`src/rtl/fifo_rd_pkg.sv`:
```
// Shared types and defaults for the FIFO burst read controller.
// The stream word pairs a data word with its end-of-burst tag.
package fifo_rd_pkg;

  localparam int unsigned DefaultDataW    = 16;
  localparam int unsigned DefaultPtrW     = 3;
  localparam int unsigned DefaultBurstLen = 4;
  localparam int unsigned DefaultTimeout  = 15;

  typedef enum logic [1:0] {
    StIdle,
    StBurst,
    StDrain
  } state_e;

  typedef struct packed {
    logic [DefaultDataW-1:0] data;
    logic                    last;
  } stream_word_t;

endpackage

```
`src/rtl/fifo_burst_reader_if.sv`:
```
// FIFO read port plus outgoing valid/ready stream of the burst reader.
// master is the reader's view; slave is the FIFO/consumer side.
interface fifo_burst_reader_if #(
  parameter int unsigned DATA_W = 16,
  parameter int unsigned PTR_W  = 3
);

  logic              fifo_empty;
  logic [PTR_W:0]    fifo_count;
  logic              fifo_rd_en;
  logic [DATA_W-1:0] fifo_rd_data;
  logic              out_valid;
  logic [DATA_W-1:0] out_data;
  logic              out_last;
  logic              out_ready;

  modport master (
    input  fifo_empty,
    input  fifo_count,
    input  fifo_rd_data,
    input  out_ready,
    output fifo_rd_en,
    output out_valid,
    output out_data,
    output out_last
  );

  modport slave (
    output fifo_empty,
    output fifo_count,
    output fifo_rd_data,
    output out_ready,
    input  fifo_rd_en,
    input  out_valid,
    input  out_data,
    input  out_last
  );

endinterface

```
`src/rtl/fifo_skid_buf.sv`:
```
// Two-entry circular skid buffer; absorbs words already in flight from the
// FIFO when the consumer stalls. Occupancy is exposed for credit accounting.
module fifo_skid_buf
  import fifo_rd_pkg::*;
#(
  parameter type word_t = stream_word_t
) (
  input  logic       clk,
  input  logic       reset,
  input  logic       wr_valid_i,
  input  word_t      wr_word_i,
  input  logic       pop_i,
  output word_t      head_o,
  output logic [1:0] occ_o
);

  word_t      mem_q [2];
  word_t      mem_d [2];
  logic       head_q, head_d;
  logic [1:0] occ_q, occ_d;
  logic       wr_en;
  logic       rd_en;
  logic       wr_idx;

  always_comb begin
    wr_en  = wr_valid_i && (occ_q != 2'd2);
    rd_en  = pop_i && (occ_q != 2'd0);
    // Tail slot is the head when empty, the other slot when one entry is held.
    wr_idx = head_q ^ occ_q[0];
    mem_d  = mem_q;
    if (wr_en) begin
      mem_d[wr_idx] = wr_word_i;
    end
    head_d = head_q ^ rd_en;
    occ_d  = occ_q + {1'b0, wr_en} - {1'b0, rd_en};
  end

  always_ff @(posedge clk or negedge reset) begin
    if (!reset) begin
      for (int i = 0; i < 2; i++) begin
        mem_q[i] <= '0;
      end
      head_q <= 1'b0;
      occ_q  <= 2'd0;
    end else begin
      mem_q  <= mem_d;
      head_q <= head_d;
      occ_q  <= occ_d;
    end
  end

  assign head_o = mem_q[head_q];
  assign occ_o  = occ_q;

endmodule

```
`src/rtl/fifo_burst_reader.sv`:
```
// Burst read controller: pops the FIFO in bursts, hides its one-cycle read
// latency behind a skid buffer and tags the final beat of each burst.
module fifo_burst_reader
  import fifo_rd_pkg::*;
#(
  parameter int unsigned DATA_W    = DefaultDataW,
  parameter int unsigned PTR_W     = DefaultPtrW,
  parameter int unsigned BURST_LEN = DefaultBurstLen,
  parameter int unsigned TIMEOUT   = DefaultTimeout
) (
  input  logic                clk,
  input  logic                reset,
  input  logic                enable,
  output logic                busy,
  fifo_burst_reader_if.master bus
);

  localparam int unsigned CntW = PTR_W + 1;
  typedef logic [CntW-1:0] cnt_t;

  localparam cnt_t       BurstLenC  = cnt_t'(BURST_LEN);
  localparam logic [7:0] TimerLastC = 8'(TIMEOUT - 1);

  typedef struct packed {
    logic [DATA_W-1:0] data;
    logic              last;
  } word_t;

  state_e     state_q, state_d;
  cnt_t       beats_left_q, beats_left_d;
  logic [7:0] timer_q, timer_d;
  logic       inflight_q;
  logic       inflight_last_q;

  logic       rd_en;
  logic       rd_last;
  logic       pop;
  logic [1:0] occ;
  cnt_t       credit;
  word_t      head;
  word_t      wr_word;

  assign pop    = bus.out_valid && bus.out_ready;
  // Words held plus words still coming back from the FIFO, after this pop.
  assign credit = cnt_t'(occ) + cnt_t'(inflight_q) - cnt_t'(pop);

  always_comb begin
    state_d      = state_q;
    beats_left_d = beats_left_q;
    timer_d      = 8'd0;
    rd_en        = 1'b0;
    rd_last      = 1'b0;
    unique case (state_q)
      StIdle: begin
        if (enable && (bus.fifo_count >= BurstLenC)) begin
          state_d      = StBurst;
          beats_left_d = BurstLenC;
        end else if (enable && (bus.fifo_count != '0)) begin
          // Partial burst: flush the snapshot once the idle timer expires.
          if (timer_q == TimerLastC) begin
            state_d      = StBurst;
            beats_left_d = bus.fifo_count;
          end else begin
            timer_d = timer_q + 8'd1;
          end
        end
      end
      StBurst: begin
        if ((beats_left_q != '0) && !bus.fifo_empty && (credit < cnt_t'(2))) begin
          rd_en        = 1'b1;
          beats_left_d = beats_left_q - cnt_t'(1);
          if (beats_left_q == cnt_t'(1)) begin
            rd_last = 1'b1;
            state_d = StDrain;
          end
        end
      end
      StDrain: begin
        if ((occ == 2'd0) && !inflight_q) begin
          state_d = StIdle;
        end
      end
      default: state_d = StIdle;
    endcase
  end

  always_ff @(posedge clk or negedge reset) begin
    if (!reset) begin
      state_q         <= StIdle;
      beats_left_q    <= '0;
      timer_q         <= 8'd0;
      inflight_q      <= 1'b0;
      inflight_last_q <= 1'b0;
    end else begin
      state_q         <= state_d;
      beats_left_q    <= beats_left_d;
      timer_q         <= timer_d;
      inflight_q      <= rd_en;
      inflight_last_q <= rd_last;
    end
  end

  assign wr_word = '{data: bus.fifo_rd_data, last: inflight_last_q};

  fifo_skid_buf #(
    .word_t (word_t)
  ) u_skid (
    .clk        (clk),
    .reset      (reset),
    .wr_valid_i (inflight_q),
    .wr_word_i  (wr_word),
    .pop_i      (pop),
    .head_o     (head),
    .occ_o      (occ)
  );

  assign bus.fifo_rd_en = rd_en;
  assign bus.out_valid  = (occ != 2'd0);
  assign bus.out_data   = bus.out_valid ? head.data : '0;
  assign bus.out_last   = bus.out_valid && head.last;
  assign busy           = (state_q != StIdle);

endmodule

```
`src/flat_wrapper.sv`:
```
// flat-port wrapper written by rule: the top's interface ports become plain ports
module fifo_burst_reader_flat import fifo_rd_pkg::*;
#(
  parameter int unsigned DATA_W    = DefaultDataW,
  parameter int unsigned PTR_W     = DefaultPtrW,
  parameter int unsigned BURST_LEN = DefaultBurstLen,
  parameter int unsigned TIMEOUT   = DefaultTimeout
)
  (clk, reset, enable, busy, bus_fifo_empty, bus_fifo_count, bus_fifo_rd_data, bus_out_ready, bus_fifo_rd_en, bus_out_valid, bus_out_data, bus_out_last);
  fifo_burst_reader_if #(.DATA_W(DATA_W), .PTR_W(PTR_W)) bus_i ();
  input  logic clk;
  input  logic reset;
  input  logic enable;
  output logic busy;
  input wire logic [$bits(bus_i.fifo_empty)-1:0] bus_fifo_empty;
  input wire logic [$bits(bus_i.fifo_count)-1:0] bus_fifo_count;
  input wire logic [$bits(bus_i.fifo_rd_data)-1:0] bus_fifo_rd_data;
  input wire logic [$bits(bus_i.out_ready)-1:0] bus_out_ready;
  output wire logic [$bits(bus_i.fifo_rd_en)-1:0] bus_fifo_rd_en;
  output wire logic [$bits(bus_i.out_valid)-1:0] bus_out_valid;
  output wire logic [$bits(bus_i.out_data)-1:0] bus_out_data;
  output wire logic [$bits(bus_i.out_last)-1:0] bus_out_last;
  assign bus_i.fifo_empty = bus_fifo_empty;
  assign bus_i.fifo_count = bus_fifo_count;
  assign bus_i.fifo_rd_data = bus_fifo_rd_data;
  assign bus_i.out_ready = bus_out_ready;
  assign bus_fifo_rd_en = bus_i.fifo_rd_en;
  assign bus_out_valid = bus_i.out_valid;
  assign bus_out_data = bus_i.out_data;
  assign bus_out_last = bus_i.out_last;
  fifo_burst_reader #(.DATA_W(DATA_W), .PTR_W(PTR_W), .BURST_LEN(BURST_LEN), .TIMEOUT(TIMEOUT)) u_core (.clk(clk), .reset(reset), .enable(enable), .busy(busy), .bus(bus_i));
endmodule
```
`config.mk`:
```
export PLATFORM = sky130hd
export DESIGN_NAME = fifo_burst_reader_flat
export DESIGN_NICKNAME = d
export VERILOG_FILES = /design/src/rtl/fifo_rd_pkg.sv /design/src/rtl/fifo_burst_reader_if.sv /design/src/rtl/fifo_skid_buf.sv /design/src/rtl/fifo_burst_reader.sv /design/src/flat_wrapper.sv
export SDC_FILE = /design/constraint.sdc
export NUM_CORES = 1
export LEC_CHECK = 0
export CAP_MARGIN = 20
export CORE_ASPECT_RATIO = 0.7
export CORE_MARGIN = 10
export CORE_UTILIZATION = 53
export DETAILED_ROUTE_END_ITERATION = 10
export PLACE_DENSITY = 0.8
export SYNTH_ARGS = -nofsm -noshare
export SYNTH_HDL_FRONTEND = slang
export SYNTH_SLANG_ARGS = --single-unit
```
`constraint.sdc`:
```
create_clock -name clk -period 2.9 [get_ports clk]
set_clock_uncertainty 0.05 [all_clocks]
set_input_delay 0.58 -clock clk [delete_from_list [all_inputs] [get_ports clk]]
set_output_delay 0.58 -clock clk [all_outputs]
set_load 0.05 [all_outputs]
```
# After elaboration in Yosys (flattened, before gate mapping)
# Cells that the tools add are included.
[classes] n_shift=0 mux=28 n_eq_ne=10 reduce_logical=21 n_div=0 add_sub_neg=6 n_lt_le_gt_ge=5 n_bitwise=4 n_mul=0
[ops] op="2-to-1 mux 17 bit" n=4
[ops] op="bitwise mux 34 bit" n=1
[ops] op="2-to-1 mux 8 bit" n=4
[ops] op="demux 17 bit (select 1 bit)" n=1
[ops] op="2-to-1 mux 16 bit" n=1
[ops] op="2-to-1 mux 4 bit" n=4
[ops] op="2-to-1 mux 2 bit" n=6
[ops] op="logical AND 1 bit" n=10
[ops] op="adder 8 x 1 -> 8 bit (second input constant)" n=1
[ops] op="== test 8 x 4 -> 1 bit (second input constant)" n=1
[ops] op="one-hot mux 4 bit (2 select lines)" n=1
[ops] op="nonzero test 4 bit" n=2
[ops] op="inequality test 2 x 1 -> 1 bit (second input constant)" n=3
[ops] op="inequality test 3 x 1 -> 1 bit (second input constant)" n=2
[ops] op="one-hot mux 2 bit (3 select lines)" n=1
[ops] op="nonzero test 2 bit" n=3
[ops] op="2-to-1 mux 1 bit" n=5
[ops] op="AND reduction 5 bit" n=1
[ops] op="== test 4 x 1 -> 1 bit (second input constant)" n=1
[ops] op=">= comparator 2 bit (second input constant)" n=2
[ops] op=">= comparator 4 x 3 -> 1 bit (second input constant)" n=1
[ops] op="zero test 2 bit" n=2
[ops] op="less-than comparator 4 x 2 -> 1 bit (second input constant)" n=1
[ops] op="NOT 1 -> 2 bit" n=2
[ops] op="12 further kinds" n=14
[totals] memories=0 rom_bits=0 latchBits=0 ff_bits=53 output_inout_bits=20 in_bits=25 ramBits=0

# Logic depth before layout (Yosys ltp)
[logic_depth] depth_word=7 depth_mapped=10 mapped_depth_nobuf=10

# By module
# Synthesis repeated with hierarchy kept, for this count alone.
[hier_totals] cells_unflattened=364 area_unflattened_um2=3558.4
[by_module_without_submodules] mod="fifo_skid_buf" cells_each=246 instances=1 area_each_um2=2497.4
[by_module_without_submodules] mod="fifo_burst_reader" cells_each=118 instances=1 area_each_um2=1061.0

# Worst setup path before layout
# Ideal clock, no wire load.
[synth_path] kind="flip-flop to output port" start="reg u_core.u_skid.occ_q[0] (netlist: u_core.u_skid.occ_o[0])" end="out bus_fifo_rd_en" path_stages_with_launch=10 path_slack_ps=57 required_time_ps=2270 t_arrival_ps=2213 cell_sequence="dfrtp_1 -> ha_1 -> inv_1 -> ha_1 -> inv_1 -> ha_1 -> nor2b_1 -> o311ai_4 -> a21oi_2 -> and2_1"
[synth_between] elab_chain_len=7 word_cells_on_any_way=8 classes_between="add/sub (2); order compare (1); mux (2); reduce/logical (3)"
[synth_lines] element="start, declared" line_no="fifo_skid_buf.sv:20" text="logic [1:0] occ_q, occ_d;"
[synth_lines] element="start signal, assigned" line_no="fifo_skid_buf.sv:44" text="occ_q <= 2'd0;"
[synth_lines] element="start signal, assigned" line_no="fifo_skid_buf.sv:48" text="occ_q <= occ_d;"
[synth_lines] element="parallel branches: the longest is 2 deep, another holds adder 2 x 1 -> 3 bit"
[synth_lines] element="subtractor 4 x 1 -> 4 bit *" line_no="fifo_burst_reader.sv:45" text="assign credit = cnt_t'(occ) + cnt_t'(inflight_q) - cnt_t'(pop);"
[synth_lines] element="less-than comparator 4 x 2 -> 1 bit *" line_no="fifo_burst_reader.sv:69" text="if ((beats_left_q != '0) && !bus.fifo_empty && (credit < cnt_t'(2))) begin"
[synth_lines] element="logical AND 1 bit *" line_no="fifo_burst_reader.sv:69"
[synth_lines] element="2-to-1 mux 1 bit *" line_no="fifo_burst_reader.sv:69"
[synth_lines] element="2-to-1 mux 1 bit *" line_no="fifo_burst_reader.sv:53" text="unique case (state_q)"
[synth_lines] element="end, declared" line_no="flat_wrapper.sv:19" text="output wire logic [$bits(bus_i.fifo_rd_en)-1:0] bus_fifo_rd_en;"
# Mark *: on every way between the ends.

# Worst setup path after layout
[layout_path] start="reg u_core.inflight_q" end="out bus_fifo_rd_en"
[layout_between] elab_chain_len=6
[layout_lines] element="start, declared" line_no="fifo_burst_reader.sv:32" text="logic inflight_q;"
[layout_lines] element="start signal, assigned" line_no="fifo_burst_reader.sv:98" text="inflight_q <= rd_en;"
[layout_lines] element="adder 2 x 1 -> 3 bit" line_no="fifo_burst_reader.sv:45"
[layout_lines] element="subtractor 4 x 1 -> 4 bit" line_no="fifo_burst_reader.sv:45"
[layout_lines] element="less-than comparator 4 x 2 -> 1 bit" line_no="fifo_burst_reader.sv:69"
[layout_lines] element="logical AND 1 bit" line_no="fifo_burst_reader.sv:69"
[layout_lines] element="2-to-1 mux 1 bit" line_no="fifo_burst_reader.sv:69"
[layout_lines] element="2-to-1 mux 1 bit" line_no="fifo_burst_reader.sv:53"
# No other way between the ends.

==> results.yml <==
grt:
  track_usage_pct: 12.6
  antenna_found_initial: 0
  grt_max_degree: 44
  grt-ovfl-total: 0
  grt_pass1_wl_um: 8750
  grt_pass1_vias: 1786
sta:
  relSlewSlack_pct: 47.2
  fin_setup_tns_ns: 0
  fmax_mhz: 352
  period_minus_slack_ns: 2.84
  setup_violations: 0
  worstMarginPinSlew_ns: 0.792
  finalHoldViolations: 0
  fin_hold_ws_ns: 0.0915
  fin_crit_sh_pct: 97.9
  final-max-slew-violation-count: 0
cells_and_area:
  drive_gt1_share_pct: 30.2
  diodes: 0
  multi_input_area_sq_mm: 0.00128
  seq_area_sq_mm: 0.00133
  nNetsFinal: 316
  area_growth_pct: 24.2
  fillers: 401
  post-route-util_pct: 68.7
clock_tree:
  htreeDepth: 2
  cts_tree: "done"
  insertion_delay_ns: 0.30
  cts-root-buf: "clkbuf_8"
  cts.sinks: 53
  clkTransAtPathRegs_ns: 0.09
  cts_buffers: 5
  cts_hold_buf: 0
  cts_buffer_depth: 2
worst_setup_path:
  crit_path_frequent_cell: "inv_1"
  crit_buf_inv: 3
  slowest_stage: "dfrtp_1"
  worst-path-max-fanout: 3
  required_ns: 2.27
  critPathMaxStageDelay_ns: 0.38
  cp-start-kind: "flip-flop"
  critPathTopFamily: "adder cells"
  crit_type: "reg -> out"
  crit_path_end_kind: "output pin"
  cp.arrival_ns: 2.21
  crit_chain: "ha_2 > inv_1 > ha_1 > inv_1 > ha_4 > nor2b_4 > o311ai_4 > a21oi_2 > and2_4 > buf_12"
power_and_ir_drop:
  p_seq_share_pct: 29.7
  p_comb_share_pct: 60.1
  pwr-share-clk_pct: 10.2
  p_sw_share_pct: 45.7
  power_switching_mw: 1.93
  p_leak_nw: 1.52
  powerDensity_mw_per_mm2: 1270
  finalPower_mw: 4.22
  ir_drop_mv: 0.841
  p_int_mw: 2.29
placed_design:
  numPortBuffers: 44
  dp_hpwl_um: 3880
  gp_congestion: 0.815
run_status:
  status: "completed"
route:
  wl_per_cell_um: 14.8
  drtIter0Drc: 44
  drt-pass1-iter-count: 4
  via_count: 1776
  vias_per_cell: 5.07
  drc: 0
  wl_um: 5180
  drtAntennaViolNets: 0
yosys:
  syn_inst: 225
  yosysTopAreaCell: "dfrtp_1"
  synth_top_cell_area_share_pct: 49.6
  ys_ff_latch: 53
  synth.most_common_cell: "dfrtp_1"
  synth_ff_type: "dfrtp_1"
  netlist-cell-type-count: 42
  async_flop_share_pct: 100
  ys_warn_count: 0
  synth_edf_count: 0
  syn_area_sq_mm: 0.00268
  ys_top_cells_by_area: "dfrtp_1, mux2_2, mux2i_1, ha_1, nor2_1"
  syn_nets: 261
  synth_common_cells: "dfrtp_1, mux2_2, nor2_1"
  synth.avg_cell_area_sq_um: 11.9
  seq_area_frac_synth_pct: 49.6
worst_hold_path:
  min_path_type: "in -> async"
floorplanning:
  io_pins: 45
  coreArea_sq_mm: 0.00483
  dieArea_sq_mm: 0.00833
  dieWidth_um: 105
  num_rows: 21
  die_h_um: 79.4
  start_util_pct: 55.3
job:
  drv_cap: 0
state kept, by name, indices dropped and copies added (netlist names):
signal	count
u_core.inflight_last_q	1
u_core.timer_q	8
u_core.beats_left_q	4
u_core.state_q	2
u_core.u_skid.head_q	1
u_core.inflight_q	1
u_core.u_skid.occ_o	2
u_core.u_skid.mem_q	34
repair_timing:
| item | 4_1_cts | 5_1_grt |
|---|---|---|
| setup endpoints to repair | 1 | 1 |
| gates resized for setup | 3 | 4 |
| pin swaps | 0 | 5 |
| buffers inserted | 1 | 1 |
metrics by stage:
step | cell area (sq um) | instances | worst slack [ns]
2_1_floorplan | 2680 | 225 | 0.0569
3_3_place_gp | 3180 | 340 | 0.0378
3_5_place_dp | 3180 | 340 | 0.0235
4_1_cts | 3290 | 349 | 0.0349
5_1_grt | 3320 | 350 | -0.0265
6_report | 3320 | 350 | 0.0599
cell families (layout without fill, tap and decap cells):
logic type      count (synthesis)  after routing  share of synthesized area (%)
simple gates                   57             57                           10.4
mux                            53             53                           21.4
flops                          53             53                           49.6
compound gates                 21             21                           6.41
buf+inv                        20             76                           3.74
fa+ha+maj                      11             11                           5.14
xor+xnor                       10             10                           3.27
final cells by class:
cell class,instances,share of cell area (%)
tap,69,2.60
clock buffer,6,2.49
timing repair buffer,55,14.5
inverter,13,1.47
multi-input combinational,152,38.6
clock inverter,2,0.414
sequential,53,39.9
cells in the final DEF (no fill, tap or decap), types with 3 or more instances in the layout:
cell,instances
a21oi_1,4
buf_4,29
clkbuf_8,6
clkdlybuf4s50_1,24
dfrtp_1,53
ha_1,9
inv_1,13
mux2_2,34
mux2i_1,19
nand2b_1,4
nand3_1,4
nor2_1,31
o21ai_0,3
xnor2_1,4
xor2_1,5
final timing paths:
path	to	slack, ns	from	depth (start not counted)
min in group clk	u_core.u_skid.mem_q[24]	0.46	u_core.u_skid.mem_q[24]	1
hold reg to reg	u_core.u_skid.mem_q[24]	0.46	u_core.u_skid.mem_q[24]	1
setup reg to reg	u_core.state_q[1]	0.53	u_core.inflight_q	11
setup / recovery	bus_fifo_rd_en	0.06	u_core.inflight_q	10
max in group asynchronous	u_core.u_skid.occ_o[1]	1.90	reset	2
hold / removal	u_core.beats_left_q[1]	0.09	reset	1
power by group through the flow:
stage          clock, mW  sequential, mW  combinational (mW)
6_report           0.430            1.25                2.53
5_1_grt            0.475            1.29                2.73
4_1_cts            0.446            1.25                2.53
3_5_place_dp           0            1.27                2.50
3_3_place_gp           0            1.25                2.47
2_1_floorplan          0            1.19                1.86
per-layer routing:
metal  vias up  wire, um  global-route usage, %
met5         -         0                      0
met4         0        46                   3.69
met3         4       239                   3.39
met2        25      2350                   19.5
met1       861      2550                   16.9
li1        886         -                      -
Note: power is estimated with default switching activity, not from simulation.
